`config.mk`:
```
export PLATFORM = sky130hd
export DESIGN_NAME = ifu_fetch_flat
export DESIGN_NICKNAME = d
export VERILOG_FILES = /design/src/rtl/ifu_fetch_if.sv /design/src/rtl/ifu_fetch.sv /design/src/flat_wrapper.sv
export SDC_FILE = /design/constraint.sdc
export NUM_CORES = 1
export LEC_CHECK = 0
export BUFFER_PORTS_ARGS = -buffer_cell sky130_fd_sc_hd__buf_4
export CAP_MARGIN = 40
export CORE_MARGIN = 3
export CORE_UTILIZATION = 51
export DETAILED_ROUTE_END_ITERATION = 16
export PLACE_DENSITY = 0.8
export SYNTH_ARGS = -nofsm -noshare
export SYNTH_HDL_FRONTEND = slang
export SYNTH_SLANG_ARGS = --single-unit
```
`constraint.sdc`:
```
create_clock -name clk -period 7.1 [get_ports clk]
set_input_delay 1.065 -clock clk [delete_from_list [all_inputs] [get_ports clk]]
set_output_delay 1.065 -clock clk [all_outputs]
set_load 0.01 [all_outputs]
```
`src/rtl/ifu_fetch_if.sv`:
```
// Fetch-unit bundle: next-PC controls in, imem request/response, held instruction out.
// Latency: pure wiring, no state.
// Backpressure: imem_ack is the memory response strobe; advance releases the held word.
interface ifu_fetch_if;
  logic [1:0]  nPC_sel;
  logic        zero;
  logic [31:0] jr_target;
  logic        advance;
  logic        imem_req;
  logic [31:0] imem_addr;
  logic [31:0] imem_rdata;
  logic        imem_ack;
  logic [31:0] instruction;
  logic        instr_valid;
  logic [31:0] pc;
  logic [31:0] pc_plus4;
  logic        addr_err;

  // Fetch unit side
  modport master (
    input  nPC_sel, zero, jr_target, advance, imem_rdata, imem_ack,
    output imem_req, imem_addr, instruction, instr_valid, pc, pc_plus4, addr_err
  );

  // Memory / decoder / datapath side
  modport slave (
    output nPC_sel, zero, jr_target, advance, imem_rdata, imem_ack,
    input  imem_req, imem_addr, instruction, instr_valid, pc, pc_plus4, addr_err
  );
endinterface

```
`src/rtl/ifu_fetch.sv`:
```
// Instruction fetch: owns the PC, fetches words from imem, holds each for the datapath.
// Latency: 1 cycle from ack to instr_valid; 2 cycles per instruction minimum.
// Backpressure: request held until imem_ack; instruction held until advance.
module ifu_fetch #(
  parameter logic [31:0] RESET_PC = 32'h0000_3000
) (
  input logic         clk,
  input logic         reset,
  ifu_fetch_if.master bus
);

  typedef enum logic [1:0] {
    BOOT  = 2'd0,
    FETCH = 2'd1,
    HOLD  = 2'd2,
    HALT  = 2'd3
  } state_t;

  state_t      state;
  logic [31:0] pc_q;
  logic [31:0] instr_q;
  logic        valid_q;
  logic        req_q;
  logic        err_q;

  logic [31:0] pc4;
  logic [31:0] br_off;
  logic [31:0] npc;
  logic        jr_bad;

  // Next-PC selection from the held instruction and decoder controls
  always_comb begin
    pc4    = pc_q + 32'd4;
    br_off = {{14{instr_q[15]}}, instr_q[15:0], 2'b00};
    npc    = pc4;
    jr_bad = 1'b0;
    case (bus.nPC_sel)
      2'b01:   npc = {pc4[31:28], instr_q[25:0], 2'b00};
      2'b10:   npc = bus.zero ? (pc4 + br_off) : pc4;
      2'b11: begin
        npc    = bus.jr_target;
        jr_bad = |bus.jr_target[1:0];
      end
      default: npc = pc4;
    endcase
  end

  // Fetch FSM with registered request, instruction, valid and error outputs
  always_ff @(posedge clk or posedge reset) begin
    if (reset) begin
      state   <= BOOT;
      pc_q    <= RESET_PC;
      instr_q <= 32'd0;
      valid_q <= 1'b0;
      req_q   <= 1'b0;
      err_q   <= 1'b0;
    end else begin
      case (state)
        BOOT: begin
          state <= FETCH;
          req_q <= 1'b1;
        end
        FETCH: begin
          if (bus.imem_ack) begin
            instr_q <= bus.imem_rdata;
            valid_q <= 1'b1;
            req_q   <= 1'b0;
            state   <= HOLD;
          end
        end
        HOLD: begin
          if (bus.advance) begin
            valid_q <= 1'b0;
            if (jr_bad) begin
              // Misaligned jr: keep the faulting PC visible and stop fetching
              err_q <= 1'b1;
              state <= HALT;
            end else begin
              pc_q  <= npc;
              req_q <= 1'b1;
              state <= FETCH;
            end
          end
        end
        default: begin
          req_q   <= 1'b0;
          valid_q <= 1'b0;
        end
      endcase
    end
  end

  assign bus.imem_req    = req_q;
  assign bus.imem_addr   = pc_q;
  assign bus.instruction = instr_q;
  assign bus.instr_valid = valid_q;
  assign bus.pc          = pc_q;
  assign bus.pc_plus4    = pc_q + 32'd4;
  assign bus.addr_err    = err_q;

endmodule

```
`src/flat_wrapper.sv`:
```
// flat-port wrapper written by rule: the top's interface ports become plain ports
module ifu_fetch_flat 
#(
  parameter logic [31:0] RESET_PC = 32'h0000_3000
)
  (clk, reset, bus_nPC_sel, bus_zero, bus_jr_target, bus_advance, bus_imem_rdata, bus_imem_ack, bus_imem_req, bus_imem_addr, bus_instruction, bus_instr_valid, bus_pc, bus_pc_plus4, bus_addr_err);
  ifu_fetch_if bus_i ();
  input logic clk;
  input logic reset;
  input wire logic [$bits(bus_i.nPC_sel)-1:0] bus_nPC_sel;
  input wire logic [$bits(bus_i.zero)-1:0] bus_zero;
  input wire logic [$bits(bus_i.jr_target)-1:0] bus_jr_target;
  input wire logic [$bits(bus_i.advance)-1:0] bus_advance;
  input wire logic [$bits(bus_i.imem_rdata)-1:0] bus_imem_rdata;
  input wire logic [$bits(bus_i.imem_ack)-1:0] bus_imem_ack;
  output wire logic [$bits(bus_i.imem_req)-1:0] bus_imem_req;
  output wire logic [$bits(bus_i.imem_addr)-1:0] bus_imem_addr;
  output wire logic [$bits(bus_i.instruction)-1:0] bus_instruction;
  output wire logic [$bits(bus_i.instr_valid)-1:0] bus_instr_valid;
  output wire logic [$bits(bus_i.pc)-1:0] bus_pc;
  output wire logic [$bits(bus_i.pc_plus4)-1:0] bus_pc_plus4;
  output wire logic [$bits(bus_i.addr_err)-1:0] bus_addr_err;
  assign bus_i.nPC_sel = bus_nPC_sel;
  assign bus_i.zero = bus_zero;
  assign bus_i.jr_target = bus_jr_target;
  assign bus_i.advance = bus_advance;
  assign bus_i.imem_rdata = bus_imem_rdata;
  assign bus_i.imem_ack = bus_imem_ack;
  assign bus_imem_req = bus_i.imem_req;
  assign bus_imem_addr = bus_i.imem_addr;
  assign bus_instruction = bus_i.instruction;
  assign bus_instr_valid = bus_i.instr_valid;
  assign bus_pc = bus_i.pc;
  assign bus_pc_plus4 = bus_i.pc_plus4;
  assign bus_addr_err = bus_i.addr_err;
  ifu_fetch #(.RESET_PC(RESET_PC)) u_core (.clk(clk), .reset(reset), .bus(bus_i));
endmodule
```
==> Word-level counts from Yosys, hierarchy flattened <==
Cells that the tools add are included.
{ "op_classes": {"n_shift": 0, "n_reduce_logical": 9, "mux": 14, "bitwise_logic": 2, "n_mul": 0, "eq_ne": 8, "add_sub_neg": 2, "n_lt_le_gt_ge": 0, "div": 0} }
{ "ops": {"columns": ["cell", "count"], "rows": [
  ["32-bit one-hot mux with 3 select lines", 1],
  ["32-bit by 3-bit adder with 32-bit output (second input constant)", 1],
  ["32-bit adder", 1],
  ["32-bit 2-to-1 mux", 1],
  ["3-bit AND reduction", 5],
  ["2-bit == test (second input constant)", 3],
  ["1-bit 2-to-1 mux", 6],
  ["2-bit 2-to-1 mux", 3],
  ["2-bit inequality test (second input constant)", 3],
  ["1-bit one-hot mux with 3 select lines", 2],
  ["2-bit one-hot mux with 3 select lines", 1],
  ["2-bit by 1-bit == test with 1-bit output (second input constant)", 2],
  ["3-bit nonzero test", 1],
  ["2-bit logical NOT", 1],
  ["1-bit NOT", 2],
  ["2-bit AND reduction", 1],
  ["2-bit OR reduction", 1]
]} }
{ "totals": {"wordCells": 41, "ram_bits": 0, "output_inout_bits": 131, "latchBits": 0, "n_memories": 0, "inputBits": 71, "regBits": 69, "mem_bits_ro": 0} }

==> Depth between registers and ports, before layout <==
{ "logic_depth": {"ltp_word": 5, "ltp_mapped": 15, "mapped_depth_nobuf": 14} }

==> Worst setup path after synthesis <==
OpenSTA, ideal clock, no wires.
{ "synth_path": {"kind": "register -> register", "startpoint": "register u_core.pc_q[8], in the netlist u_core.bus.imem_addr[8]", "endpoint": "register u_core.pc_q[30], in the netlist u_core.bus.imem_addr[30]", "arrival_time_ns": 3.675, "required_time_ns": 6.981, "setup_ns": 0.119, "period_less_slack_ns": 3.794, "setup_slack_ns": 3.306, "n_path_buf": 1, "stages_incl_launch_ff": 15, "cell_sequence": "dfrtp_1 nand4_4 or3_1 nor4_1 xor2_1 ha_1 clkbuf_1 a21o_1 a21oi_1 o21ai_0 a31o_2 or3b_1 o221ai_1 xnor2_1 o21a_1"} }
{ "synth_via": {"elab_chain_cells": 4} }
{ "synth_lines": {"columns": ["item", "line", "source"], "rows": [
  ["start, declared", "ifu_fetch.sv:20", "logic [31:0] pc_q;"],
  ["start signal, assigned", "ifu_fetch.sv:79", "pc_q <= npc;"],
  ["32-bit by 3-bit adder with 32-bit output", null, null],
  ["net bus_pc_plus4[22]", "flat_wrapper.sv:21", "output wire logic [$bits(bus_i.pc_plus4)-1:0] bus_pc_plus4;"],
  ["32-bit adder", "ifu_fetch.sv:39", "2'b10: npc = bus.zero ? (pc4 + br_off) : pc4;"],
  ["32-bit 2-to-1 mux", "ifu_fetch.sv:39", null],
  ["32-bit one-hot mux with 3 select lines", "ifu_fetch.sv:37", "case (bus.nPC_sel)"]
]} }
The timed path passes the listed nets, and every way through them passes these cells.
A chain may end at the register's enable or synchronous reset.

==> Worst setup path after layout <==
{ "layout_path": {"startpoint": "register u_core.pc_q[4], in the netlist u_core.bus.imem_addr[4]", "endpoint": "register u_core.pc_q[30], in the netlist u_core.bus.imem_addr[30]"} }
{ "layout_via": {"elab_chain_cells": 4} }
{ "layout_lines": {"columns": ["item", "line", "source"], "rows": [
  ["32-bit by 3-bit adder with 32-bit output (*)", "ifu_fetch.sv:33", "pc4 = pc_q + 32'd4;"],
  ["32-bit adder", "ifu_fetch.sv:39", null],
  ["32-bit 2-to-1 mux", "ifu_fetch.sv:39", null],
  ["32-bit one-hot mux with 3 select lines (*)", "ifu_fetch.sv:37", null]
]} }
Every way passes the cells marked *; elsewhere a longest branch is shown, timed or not.

==> impl_metrics.yaml <==
layout:
  drive_above_1_share: 0.324
  nets: 989
  final_util: 0.668
  diodes: 0
  area_growth_pct: 27.1
route:
  via_count: 6336
  wl_per_cell_um: 20.1
  drtIter0Drc: 813
  drt-pass1-iter-count: 5
  detail_route.vias_per_cell: 6.03
  antenna_left: 0
  remaining_drc_errors: 0
  routed_wl_mm: 21.1
clocking:
  postCtsSetupRepairBufs: 0
  cts_root_buf: "clkbuf_16"
  clock_latency_ns: 0.35
  cts_sinks: 69
  numCtsBuffers: 9
  clk_pin_slew_ns: 0.07
  cts.htree.levels: 3
  cts_buffer_depth: 2
  holdBufCountCts: 0
  cts_resized: 0
  cts_tree: "yes"
worst_setup_path:
  cp.depth: 14
  crit_fanout: 8
  startpoint: "u_core.bus.imem_addr[4]$_DFFE_PP0P_"
  r2r_cells: 14
  worst_setup_path_start_kind: "register"
  critical_path_arrival_ns: 4.32
  cp.buffers_inverters: 0
  r2r_end: "u_core.bus.imem_addr[30]$_DFFE_PP0P_"
  worst_path_max_delay_cell: "dfrtp_1"
  cp_cell_sequence: "and4_1, and2_1, and3_1, nand3_1, xnor2_1, ha_1, a21o_1, a21oi_1, o21ai_0, a31o_2, or3b_1, o221ai_1, xnor2_1, o21a_1"
  criticalPathCategory: "reg -> reg"
  cp-end-kind: "register"
  crit_family: "simple AND/OR/NAND/NOR gates"
  worstReg2RegStart: "u_core.bus.imem_addr[4]$_DFFE_PP0P_"
  reg2reg_slack_ns: 3.03
  endpoint: "u_core.bus.imem_addr[30]$_DFFE_PP0P_"
  max_stage_delay_ns: 0.48
  worstPathRequired_ns: 7.34
  crit_top_cell: "xnor2_1"
power_and_ir_drop:
  p_switching_uw: 1990
  seqPwrFrac: 0.207
  clkPwrFrac: 0.122
  p_leak_uw: 0.00385
  powerDensity_nw_per_um2: 518
  swShare: 0.477
  vdd_drop_max_mv: 0.315
  p_int_uw: 2180
  power_frac_comb: 0.672
timing:
  hold_viol: 0
  setup_ws_ns: 3.03
  rsz0062_at_grt: "no"
  fin_tns_setup_ns: 0
  max_freq_mhz: 245
  hold_slack_ns: 0.462
  clock_skew_ns: 0.00853
  slew_violations: 0
  setup_viol: 0
  finalCriticalPeriod_ns: 4.07
  relSlewSlack: 0.390
  tightest_slew_ns: 0.912
  fin_crit_sh: 0.574
placed_design:
  dp_slack_ns: 3.15
  port_buffers: 201
  gp_congestion: 0.973
  dpl.hpwl_mm: 16.0
synth:
  syn_nets: 842
  yosys_warnings: 0
  synth_edf_count: 0
  synthFlopType: "dfrtp_1"
  netlist_instances: 730
  synth_cell_types: 77
  yosysSeqAreaShare: 0.273
  netlist_area_sq_um: 6340
  async_reset_ff_frac: 1.00
  syn_area_per_cell_sq_um: 8.68
  yosys_register_bits: 69
min_path:
  hold_class: "reg -> reg"
  min_from: "u_core.bus.addr_err$_DFFE_PP0P_"
floorplan:
  rows: 40
  core_sq_um: 12100
  die_w_um: 117
  chipHeight_um: 117
  initial_utilization: 0.525
  ioPinCount: 202
  die-area_sq_um: 13800
global_routing:
  grt_max_degree: 43
  grt_usage: 0.299
  antenna_found_initial: 0
  grt_pass1_wl_mm: 33.3
  grt_remaining_overflow: 0
  grt_pass1_vias: 6065
flow_run:
  cap_violations: 0
run_status:
  run_status: "completed"
-- worst min path at each step --
stage,slack (ns),to,cells after the start
finish,0.46,u_core.bus.addr_err$_DFFE_PP0P_,1
global route,0.50,u_core.bus.addr_err$_DFFE_PP0P_,1
CTS,0.46,u_core.bus.addr_err$_DFFE_PP0P_,1
detailed placement,0.45,u_core.bus.addr_err$_DFFE_PP0P_,1
global placement,0.45,u_core.bus.addr_err$_DFFE_PP0P_,1
floorplan,0.49,u_core.bus.addr_err$_DFFE_PP0P_,1
-- flip-flops by register name (all words and copies together) (netlist names) --
register and count:
u_core.bus.instruction 32, u_core.state 2, u_core.bus.imem_addr 32, u_core.bus.addr_err 1
u_core.bus.imem_req 1, u_core.bus.instr_valid 1
-- worst reg2reg max path, cell delays in order, from the launching register on --
cell and delay (ns):
dfrtp_1 0.48, and4_1 0.40, and2_1 0.28, and3_1 0.21, nand3_1 0.13, xnor2_1 0.47
ha_1 0.35, a21o_1 0.20, a21oi_1 0.23, o21ai_0 0.14, a31o_2 0.27, or3b_1 0.35
o221ai_1 0.20, xnor2_1 0.09, o21a_1 0.16
-- power groups by stage --
| stage | logic (uW) | clock network (uW) | registers (uW) |
|---|---|---|---|
| final | 2800 | 508 | 861 |
| after global routing | 3040 | 528 | 893 |
| after CTS | 2770 | 515 | 858 |
| after detailed placement | 2750 | 0 | 862 |
| after global placement | 2690 | 0 | 868 |
| after floorplan | 1790 | 0 | 866 |
-- cell usage after synthesis, types with 12 or more instances --
| master | instances | area (sq um) |
|---|---|---|
| a21o_1 | 20 | 150 |
| a21oi_1 | 52 | 260 |
| a31oi_1 | 14 | 87.6 |
| and3_1 | 13 | 81.3 |
| buf_4 | 35 | 263 |
| clkbuf_1 | 24 | 90.1 |
| dfrtp_1 | 67 | 1680 |
| ha_1 | 40 | 500 |
| inv_1 | 21 | 78.8 |
| mux2_2 | 40 | 450 |
| nand2_1 | 69 | 259 |
| nand3_1 | 20 | 100 |
| nand4_1 | 12 | 75.1 |
| nor2_1 | 55 | 206 |
| o21ai_0 | 42 | 210 |
| xnor2_1 | 23 | 201 |
| xor2_1 | 28 | 245 |
-- kinds of logic after synthesis --
| family | synth area share |
|---|---|
| AO/OA/AOI/OAI | 0.216 |
| XOR/XNOR | 0.0705 |
| adder cells (fa/ha/maj) | 0.0821 |
| buffers and inverters | 0.0750 |
| flip-flops | 0.273 |
| multiplexers | 0.116 |
| AND/OR/NAND/NOR | 0.167 |
-- cell usage in the layout, fill, tap and decap left out, drive strengths merged, types with 5 or more instances in the layout --
cell and n:
buf 206, nand2 69, dfrtp 67, nor2 55, a21oi 53, o21ai 44, mux2 43, ha 40
xor2 28, xnor2 23, inv 23, nand3 22, a21o 20, a31oi 15, and3 13, nand4 13
mux2i 11, clkbuf 10, a211oi 9, o21a 8, nor2b 7, and2 7, o22ai 7, mux4 6
a21boi 5, nor3 5
-- per-stage QoR --
step           cell area [sq um]  std cells  power, uW
2_1_floorplan               6340        730       2650
3_3_place_gp                7680       1032       3560
3_5_place_dp                7730       1034       3610
4_1_cts                     8050       1050       4140
5_1_grt                     8050       1050       4460
6_report                    8050       1050       4170
-- final cells by class --
type | instances | area [sq um]
clock buffers | 10 | 229
clock inverters | 6 | 93.8
fillers | 1023 | 4010
inverters | 21 | 78.8
multi-input cells | 570 | 4130
flip-flops and latches | 69 | 1730
well taps | 168 | 210
repair buffers | 206 | 1580
-- metal layers --
layer | vias to the layer above | track usage | routed length (um) | part of all wire
li1 | 2931 | - | - | -
met1 | 3026 | 0.420 | 8970 | 0.43
met2 | 344 | 0.464 | 9520 | 0.45
met3 | 35 | 0.0692 | 2110 | 0.10
met4 | 0 | 0.0850 | 493 | 0.023
met5 | - | 0 | 0 | 0
Note: power is estimated with default switching activity, not from simulation.
